**config.mk**
```make
export PLATFORM = sky130hd
export DESIGN_NAME = fetch_sequencer
export DESIGN_NICKNAME = d
export VERILOG_FILES = /design/src/rtl/fetch_sequencer_pkg.sv /design/src/rtl/fetch_sequencer_return_stack.sv /design/src/rtl/fetch_sequencer.sv
export SDC_FILE = /design/constraint.sdc
export NUM_CORES = 1
export LEC_CHECK = 0
export ABC_AREA = 1
export ABC_CLOCK_PERIOD_IN_PS = 3500
export CAP_MARGIN = 20
export CORE_MARGIN = 2
export CORE_UTILIZATION = 51
export DETAILED_ROUTE_END_ITERATION = 10
export GPL_TIMING_DRIVEN = 0
export PLACE_DENSITY = 0.85
export SETUP_SLACK_MARGIN = 0.5
export SYNTH_ARGS = -nofsm -noshare
export SYNTH_HDL_FRONTEND = slang
export SYNTH_SLANG_ARGS = --single-unit
```
**constraint.sdc**
```tcl
create_clock -name Clock -period 3.5 [get_ports Clock]
set_input_delay 0.7 -clock Clock [delete_from_list [all_inputs] [get_ports Clock]]
set_output_delay 0.7 -clock Clock [all_outputs]
set_load 0.05 [all_outputs]
```
**src/rtl/fetch_sequencer_pkg.sv**
```systemverilog
`default_nettype none
// ============================================================================
//  Module   : fetch_sequencer_pkg
//  Purpose  : Shared instruction-field positions, opcode encodings and state
//             types for the Colorus fetch sequencer and its return stack.
//  Revision : 1.0  initial release
// ============================================================================
package fetch_sequencer_pkg;

    localparam int INSTR_W = 28;

    // Instruction field positions
    localparam int OPC_MSB = 27;
    localparam int OPC_LSB = 24;
    localparam int TGT_MSB = 23;
    localparam int TGT_LSB = 16;

    typedef logic [OPC_MSB-OPC_LSB:0] opcode_t;

    // Opcode encodings
    localparam opcode_t OPC_NOP   = 4'h0;
    localparam opcode_t OPC_STO   = 4'h1;
    localparam opcode_t OPC_ADD   = 4'h2;
    localparam opcode_t OPC_SUB   = 4'h3;
    localparam opcode_t OPC_JMP   = 4'h4;
    localparam opcode_t OPC_BLE   = 4'h5;
    localparam opcode_t OPC_WVM   = 4'h6;
    localparam opcode_t OPC_LED   = 4'h7;
    localparam opcode_t OPC_CALL  = 4'h8;
    localparam opcode_t OPC_RET   = 4'h9;
    localparam opcode_t OPC_MOVSP = 4'hA;

    typedef enum logic [0:0] {
        ST_RUN   = 1'b0,
        ST_FAULT = 1'b1
    } seq_state_t;

    typedef enum logic [1:0] {
        FC_NONE      = 2'b00,
        FC_OVERFLOW  = 2'b01,
        FC_UNDERFLOW = 2'b10
    } fault_code_t;

    function automatic opcode_t get_opcode(input logic [INSTR_W-1:0] instr);
        return instr[OPC_MSB:OPC_LSB];
    endfunction

endpackage
`default_nettype wire

```
**src/rtl/fetch_sequencer_return_stack.sv**
```systemverilog
`default_nettype none
// ============================================================================
//  Module   : return_stack
//  Purpose  : LIFO of return addresses. Registered storage indexed by a
//             depth pointer; overflow/underflow policy belongs to the user.
//  Revision : 1.0  initial release
// ============================================================================
module return_stack #(
    parameter int WIDTH = 16,
    parameter int DEPTH = 8
) (
    input  logic                     Clock,
    input  logic                     Reset,
    input  logic                     iPush,
    input  logic                     iPop,
    input  logic [WIDTH-1:0]         iData,
    output logic [WIDTH-1:0]         oTop,
    output logic [$clog2(DEPTH):0]   oDepth,
    output logic                     oFull,
    output logic                     oEmpty
);

    localparam int PTR_W = $clog2(DEPTH);

    logic [WIDTH-1:0] mem_q [DEPTH];
    logic [PTR_W:0]   depth_q;
    logic [PTR_W-1:0] top_idx;

    assign oFull   = (depth_q == (PTR_W+1)'(DEPTH));
    assign oEmpty  = (depth_q == '0);
    assign oDepth  = depth_q;
    // Index of the newest entry; the value read while empty is never consumed.
    assign top_idx = depth_q[PTR_W-1:0] - PTR_W'(1);
    assign oTop    = mem_q[top_idx];

    // Depth pointer: push grows, pop shrinks, reset empties the stack.
    always_ff @(posedge Clock) begin
        if (!Reset) begin
            depth_q <= '0;
        end else if (iPush && !oFull) begin
            depth_q <= depth_q + (PTR_W+1)'(1);
        end else if (iPop && !oEmpty) begin
            depth_q <= depth_q - (PTR_W+1)'(1);
        end
    end

    // Entry storage: write the pushed address into the next free slot.
    always_ff @(posedge Clock) begin
        if (Reset && iPush && !oFull) begin
            mem_q[depth_q[PTR_W-1:0]] <= iData;
        end
    end

endmodule
`default_nettype wire

```
**src/rtl/fetch_sequencer.sv**
```systemverilog
`default_nettype none
// ============================================================================
//  Module   : fetch_sequencer
//  Purpose  : Program counter and control-flow sequencer. Drives the ROM
//             address, resolves JMP/CALL/RET/BLE locally using a hardware
//             return stack, and halts in FAULT on stack over/underflow.
//  Revision : 1.0  initial release
// ============================================================================
module fetch_sequencer
    import fetch_sequencer_pkg::*;
#(
    parameter int ADDR_W      = 16,
    parameter int STACK_DEPTH = 8
) (
    input  logic                           Clock,
    input  logic                           Reset,
    input  logic [INSTR_W-1:0]             iInstruction,
    input  logic                           iBranchTaken,
    input  logic                           iStall,
    output logic [ADDR_W-1:0]              oAddress,
    output logic [INSTR_W-1:0]             oInstruction,
    output logic [$clog2(STACK_DEPTH):0]   oStackDepth,
    output logic                           oFault,
    output logic [1:0]                     oFaultCode
);

    localparam logic [INSTR_W-1:0] NOP_WORD = {OPC_NOP, 24'd0};

    logic [ADDR_W-1:0] pc_q;
    logic [ADDR_W-1:0] pc_d;
    logic [ADDR_W-1:0] pc_inc;
    logic [ADDR_W-1:0] target;
    logic [ADDR_W-1:0] stack_top;
    seq_state_t        state_q;
    seq_state_t        state_d;
    fault_code_t       code_q;
    fault_code_t       code_d;
    logic              fault_q;
    logic              push;
    logic              pop;
    logic              stack_full;
    logic              stack_empty;
    opcode_t           opcode;

    assign opcode = get_opcode(iInstruction);
    // Target is an 8-bit absolute address, zero-extended to the PC width.
    assign target = ADDR_W'(iInstruction[TGT_MSB:TGT_LSB]);
    // Modular increment: the top of the address space wraps silently to 0.
    assign pc_inc = pc_q + ADDR_W'(1);

    return_stack #(
        .WIDTH (ADDR_W),
        .DEPTH (STACK_DEPTH)
    ) u_return_stack (
        .Clock  (Clock),
        .Reset  (Reset),
        .iPush  (push),
        .iPop   (pop),
        .iData  (pc_inc),
        .oTop   (stack_top),
        .oDepth (oStackDepth),
        .oFull  (stack_full),
        .oEmpty (stack_empty)
    );

    // Next-PC selection, stack requests and fault detection for one opcode.
    always_comb begin
        pc_d    = pc_q;
        state_d = state_q;
        code_d  = code_q;
        push    = 1'b0;
        pop     = 1'b0;
        if (state_q == ST_RUN && !iStall) begin
            case (opcode)
                OPC_JMP: pc_d = target;
                OPC_CALL: begin
                    if (!stack_full) begin
                        push = 1'b1;
                        pc_d = target;
                    end else begin
                        state_d = ST_FAULT;
                        code_d  = FC_OVERFLOW;
                    end
                end
                OPC_RET: begin
                    if (!stack_empty) begin
                        pop  = 1'b1;
                        pc_d = stack_top;
                    end else begin
                        state_d = ST_FAULT;
                        code_d  = FC_UNDERFLOW;
                    end
                end
                OPC_BLE: pc_d = iBranchTaken ? target : pc_inc;
                default: pc_d = pc_inc;
            endcase
        end
    end

    // RUN/FAULT state machine with registered PC and fault outputs.
    always_ff @(posedge Clock) begin
        if (!Reset) begin
            pc_q    <= '0;
            state_q <= ST_RUN;
            code_q  <= FC_NONE;
            fault_q <= 1'b0;
        end else begin
            pc_q    <= pc_d;
            state_q <= state_d;
            code_q  <= code_d;
            fault_q <= (state_d == ST_FAULT);
        end
    end

    assign oAddress     = pc_q;
    assign oFault       = fault_q;
    assign oFaultCode   = code_q;
    // A halted sequencer feeds NOPs so execute performs no writes.
    assign oInstruction = fault_q ? NOP_WORD : iInstruction;

endmodule
`default_nettype wire

```
==> flow_summary.json, run 1 <==
{
  "crit_path_end_kind": "flip-flop",
  "crit_top_cell": "nand3_1",
  "grt_start_max_net_pins": 17,
  "seq_area_frac_synth_pct": 58.9,
  "power-per-cell-area_nw_per_um2": 476,
  "intPower_mw": 3.19,
  "finalCriticalPeriod_ns": 2.87,
  "start_kind": "flip-flop",
  "synth_area_per_cell_um2": 9.23,
  "ys_types": 35,
  "path_cells": "buf_4 -> inv_2 -> buf_4 -> buf_2 -> ha_2 -> buf_2 -> clkbuf_1 -> nor2_1 -> o21ai_0 -> nand3_1 -> nand3_1 -> nand3_1 -> nand2_1 -> inv_1",
  "r2r-start": "u_return_stack.oDepth[0]$_SDFFE_PN0P_",
  "grt_pass1_vias": 5848,
  "drv_cap": 0,
  "ios": 83,
  "async_flop_share_pct": 0,
  "wl_um": 20200,
  "clockRootBuffer": "clkbuf_16",
  "fp.dieArea_um2": 15300,
  "worstMarginPinSlew_ns": 0.802,
  "die_h_um": 124,
  "crit_start": "u_return_stack.oDepth[0]$_SDFFE_PN0P_",
  "wire_per_inst_um": 18.4,
  "track_usage_pct": 27.4,
  "holdCritStartpoint": "oFaultCode[0]$_SDFFE_PN0P_",
  "synth_ff_type": "edfxtp_1",
  "finalNetCount": 944,
  "synth_edf_count": 128,
  "ir_worst_vdd_v": 0.000333,
  "leakagePower_nw": 3.75,
  "final_common_cell": "nor2_1",
  "final_cell_mix": "nor2_1 (155), nand2_1 (146), edfxtp_1 (128)",
  "final-hold-violation-count": 0,
  "worstSetupPathType": "reg -> reg",
  "skew_ns": 0.00783,
  "yosysWarnings": 0,
  "crit_fanout": 10,
  "pwr-share-comb_pct": 13.6,
  "arrival_ns": 3.20,
  "reg2reg_setup_slack_ns": 0.63,
  "synth_nets": 829,
  "rsz0062_at_grt": "no",
  "slew_headroom_pct": 46.2,
  "p_total_mw": 4.40,
  "port-buffer-count": 82,
  "via_per_inst": 5.64,
  "drcViolationCount": 0,
  "clkTransAtPathRegs_ns": 0.07,
  "coreArea_um2": 13900,
  "cts_sinks": 151,
  "dp.final_hpwl_um": 13000,
  "rows": 43,
  "clock_path_buffers": 2,
  "drive_gt1_share_pct": 13.3,
  "hold_buffers": 0,
  "slew_viol_final": 0,
  "clkPwrFrac_pct": 40.5,
  "status": "completed",
  "drtIter0Drc": 987,
  "setup_violations": 0,
  "ys_seq_elements": 151,
  "diodes": 0,
  "area_growth_pct": 26.3,
  "antenna_found_initial": 0,
  "pwr-share-seq_pct": 45.9,
  "swShare_pct": 27.4,
  "slowest_stage": "clkbuf_1",
  "min_period_over_period_pct": 81.9,
  "grt.overflow.total": 0,
  "gp_congestion": 0.881,
  "cts_buffers": 17,
  "netlist_instances": 792,
  "power.switching_mw": 1.20,
  "grt_pass1_wl_um": 30600,
  "fin_setup_tns_ns": 0,
  "slowest_delay_ns": 0.53,
  "vias": 6209,
  "cts_tree": "done",
  "antenna_left": 0,
  "max_freq_mhz": 349,
  "hp-class": "reg -> reg",
  "crit_required_ns": 3.84,
  "chipWidth_um": 124,
  "synth_top_area_share_pct": 52.6,
  "htreeDepth": 4,
  "netlist_top_cells_area": "edfxtp_1 (53%), nor2_1 (8.0%), nand2_1 (7.5%)",
  "synth_largest_area_cell": "edfxtp_1",
  "syn-cell-area_um2": 7310,
  "start_util_pct": 52.5,
  "dr.pass1.iters": 9,
  "clock_latency_ns": 0.43
}
## timing repair
item                       4_1_cts  5_1_grt
setup buffers                   14        0
hold endpoints to repair         0        0
pin swaps                        8        0
setup endpoints to repair      138      124
gates resized for setup          1       12
## layout make-up
| class | count | area [um^2] |
|---|---|---|
| Multi-Input combinational cell | 517 | 2540 |
| Inverter | 91 | 344 |
| Timing Repair Buffer | 96 | 1040 |
| Buffer | 33 | 200 |
| Sequential cell | 151 | 4310 |
| Clock inverter | 12 | 103 |
| Clock buffer | 20 | 479 |
| Tap cell | 180 | 225 |
| Fill cell | 935 | 4700 |
## final timing paths
| kind | to | cells after the start |
|---|---|---|
| max | oAddress[10]$_SDFFE_PN0P_ | 14 |
| min | oFaultCode[0]$_SDFFE_PN0P_ | 2 |
| max reg2reg | oAddress[10]$_SDFFE_PN0P_ | 14 |
| min reg2reg | oFaultCode[0]$_SDFFE_PN0P_ | 2 |
## power groups by stage
stage          Sequential, mW  Combinational [mW]  Clock [mW]
2_1_floorplan            2.11               0.315           0
3_3_place_gp             2.06               0.570           0
3_5_place_dp             2.06               0.582           0
4_1_cts                  2.02               0.589        1.77
5_1_grt                  2.02               0.637        1.85
6_report                 2.02               0.596        1.78
## routing by layer
| layer | track usage (%) | routed length [um] |
|---|---|---|
| met2 | 45.5 | 9640 |
| met1 | 34.6 | 7380 |
| met4 | 9.66 | 653 |
| met3 | 7.60 | 2570 |
| met5 | 0 | 0 |
## cell families after synthesis
logic type	synth area share, %
compound gates	6.78
simple gates	25.1
buf+inv	7.41
fa+ha+maj	0.958
xor+xnor	0.924
flops	58.9
## per-stage QoR
stage	hold WS, ns	instances	worst slack [ns]	area [um^2]	utilization (%)
floorplan	0.626	792	0.606	7390	-
global placement	0.439	1054	0.0146	8430	60.5
detailed placement	0.438	1054	0.0287	8430	60.5
CTS	0.447	1100	0.500	9210	66.1
global route	0.483	1100	0.507	9230	66.3
finish	0.443	1100	0.635	9230	66.3
## flip-flops by register name, summed over array words and instances, names as in the netlist
name and count:
oAddress 16, u_return_stack.mem_q 128, oFaultCode 2, u_return_stack.oDepth 4, oFault 1
## worst max-delay path: cells and delay by family, from the launching register on
kind	cells	cell delay, ns
AND/OR/NAND/NOR	5	0.59
adder cells (fa/ha/maj)	1	0.35
AO/OA/AOI/OAI	1	0.10
buffers and inverters	7	1.36
flip-flops	1	0.36
## cell usage after synthesis, types with 4 or more instances
master and n:
nor3_1 4, ha_1 4, o21ai_0 46, inv_2 9
nor3_2 4, clkbuf_1 9, nor2_4 4, buf_2 14
o21ai_1 19, a21oi_1 20, nand2_1 146, nand2_4 6
edfxtp_1 128, nor2_1 155, nand3_1 68, buf_6 6
dfxtp_1 23, nor2_2 4, nand4_1 6, o211ai_1 7
nand2_2 9, inv_1 80
No activity file was read; power rests on OpenSTA's default activity.
==> run 2: changes to the inputs <==
--- a/config.mk
+++ b/config.mk
@@ -6,13 +6,13 @@
 export NUM_CORES = 1
 export LEC_CHECK = 0
 export ABC_AREA = 1
-export ABC_CLOCK_PERIOD_IN_PS = 3500
+export ABC_CLOCK_PERIOD_IN_PS = 2750
 export CAP_MARGIN = 20
 export CORE_MARGIN = 2
-export CORE_UTILIZATION = 51
+export CORE_UTILIZATION = 56
 export DETAILED_ROUTE_END_ITERATION = 10
 export GPL_TIMING_DRIVEN = 0
-export PLACE_DENSITY = 0.85
+export PLACE_DENSITY = 0.89
 export SETUP_SLACK_MARGIN = 0.5
 export SYNTH_ARGS = -nofsm -noshare
 export SYNTH_HDL_FRONTEND = slang
==> constraint.sdc (replaced) <==
create_clock -name Clock -period 2.75 [get_ports Clock]
set_input_delay 0.55 -clock Clock [delete_from_list [all_inputs] [get_ports Clock]]
set_output_delay 0.55 -clock Clock [all_outputs]
set_load 0.05 [all_outputs]
==> run 2 against run 1 <==
Effect of this change:
- clock power grew 41%
- critical path depth fell by 2
- sequential power rose by 27%
- critical path type unchanged
==> flow_summary.json, run 2 (synthesis gave the netlist of run 1 again) <==
{
  "status": "completed",
  "final_common_cell": "nor2_1",
  "slowest_stage": "dfxtp_4",
  "fin_cells": 1123,
  "port-buffer-count": 82,
  "antenna_found_initial": 0,
  "dp.final_hpwl_um": 13500,
  "clkTransAtPathRegs_ns": 0.06,
  "clockRootBuffer": "clkbuf_16",
  "skew_ns": 0.0151,
  "largest_reg_flops": 128,
  "crit_path_end_kind": "flip-flop",
  "track_usage_pct": 34.2,
  "pwr-share-seq_pct": 43.2,
  "cts_sinks": 151,
  "crit_required_ns": 2.90,
  "dp_slack_ns": -0.432,
  "drive_gt1_share_pct": 20.9,
  "fin_area_um2": 9840,
  "via_per_inst": 6.53,
  "cts_tree": "done",
  "finalNetCount": 976,
  "finalCriticalPeriod_ns": 2.47,
  "clkPwrFrac_pct": 42.0,
  "final-hold-violation-count": 0,
  "crit_fanout": 8,
  "start_util_pct": 57.7,
  "path_cells": "clkinvlp_4 -> ha_4 -> nand3_4 -> inv_2 -> nor2_4 -> nand2_4 -> nor2_4 -> nand2_4 -> buf_8 -> nor3_4 -> buf_6 -> buf_12",
  "pwr-share-comb_pct": 14.8,
  "grt_start_max_net_pins": 17,
  "intPower_mw": 4.24,
  "crit_start": "u_return_stack.oDepth[1]$_SDFFE_PN0P_",
  "path_delay_family": "simple AND/OR/NAND/NOR gates",
  "rows": 41,
  "placed_area_um2": 8480,
  "vias": 7337,
  "min_period_over_period_pct": 89.9,
  "chipWidth_um": 118,
  "power-per-cell-area_nw_per_um2": 605,
  "gp_congestion": 0.895,
  "worst_slack_ns": 0.277,
  "die_h_um": 118,
  "fp.dieArea_um2": 14000,
  "start_kind": "flip-flop",
  "drtIter0Drc": 1253,
  "ios": 83,
  "nFillCells": 662,
  "grt.overflow.total": 0,
  "hp-class": "reg -> reg",
  "cts_buffers": 17,
  "max_freq_mhz": 404,
  "grt_pass1_wl_um": 35700,
  "fin_setup_tns_ns": 0,
  "holdCritStartpoint": "oFaultCode[0]$_SDFFE_PN0P_",
  "final_cell_mix": "nor2_1 (147), nand2_1 (142), edfxtp_1 (128)",
  "clock_path_buffers": 2,
  "diodes": 0,
  "worstMarginPinSlew_ns": 1.03,
  "r2r-start": "u_return_stack.oDepth[1]$_SDFFE_PN0P_",
  "power.switching_mw": 1.72,
  "drv_cap": 0,
  "wire_per_inst_um": 25.2,
  "ir_worst_vdd_v": 0.000529,
  "dp.cells": 1046,
  "slew_viol_final": 0,
  "worstSetupPathType": "reg -> reg",
  "setup_violations": 0,
  "rsz0062_at_grt": "yes",
  "swShare_pct": 28.8,
  "hold_buffers": 0,
  "slew_headroom_pct": 31.1,
  "leakagePower_nw": 4.13,
  "critical_path_buf_inv_count": 5,
  "coreArea_um2": 12700,
  "dr.pass1.iters": 11,
  "grt_pass1_vias": 6484,
  "wl_um": 28300,
  "clock_latency_ns": 0.45,
  "arrival_ns": 2.63,
  "htreeDepth": 4,
  "antenna_left": 0,
  "post-route-util_pct": 77.7,
  "drcViolationCount": 0,
  "slowest_delay_ns": 0.51,
  "area_growth_pct": 34.6
}
run 2: layout make-up:
type / instances / area [um^2] / area share (%)
timing repair buffer: 128 / 1420 / 14.4
clock buffer: 18 / 429 / 4.36
inverter: 91 / 352 / 3.57
buffer: 33 / 263 / 2.67
tap: 172 / 215 / 2.19
sequential: 151 / 4310 / 43.8
clock inverter: 13 / 170 / 1.73
multi-input combinational: 517 / 2690 / 27.3
run 2: what timing repair did:
action | CTS | global route
setup buffers | 25 | 14
resized for setup | 93 | 81
setup endpoints to repair | 184 | 164
pin swaps | 17 | 14
cloned | 2 | 5
run 2: per-layer routing:
layer  global-route usage (%)  part of all wire (%)  vias to the layer above
li1                         -                     -                     2911
met1                     40.4                    31                     3266
met2                     55.5                    44                      905
met3                     9.46                    16                      255
met4                     20.9                   9.2                        0
met5                        0                     0                        -
run 2: metrics by stage:
stage	power (mW)	hold slack [ns]
final	5.96	0.449
after global routing	6.02	0.474
after detailed placement	3.36	0.441
after CTS	5.73	0.451
after floorplan	3.09	0.626
after global placement	3.35	0.437
run 2: power groups by stage:
| stage | combinational [mW] | sequential [mW] | clock, mW |
|---|---|---|---|
| 2_1_floorplan | 0.405 | 2.69 | 0 |
| 3_3_place_gp | 0.730 | 2.62 | 0 |
| 3_5_place_dp | 0.747 | 2.62 | 0 |
| 4_1_cts | 0.755 | 2.57 | 2.41 |
| 5_1_grt | 0.904 | 2.57 | 2.54 |
| 6_report | 0.880 | 2.57 | 2.51 |
run 2: path summary, 6_finish.rpt:
path                                          end  slack [ns]  cells past startpoint
max          u_return_stack.mem_q[1][7]$_DFFE_PP_        0.28                     12
min                    oFaultCode[0]$_SDFFE_PN0P_        0.45                      2
max reg2reg  u_return_stack.mem_q[1][7]$_DFFE_PP_        0.28                     12
min reg2reg            oFaultCode[0]$_SDFFE_PN0P_        0.45                      2
run 2: worst min-delay path, stage by stage (launching register included):
cell and delay (ns):
dfxtp_1 0.31, inv_1 0.05, a21oi_1 0.05
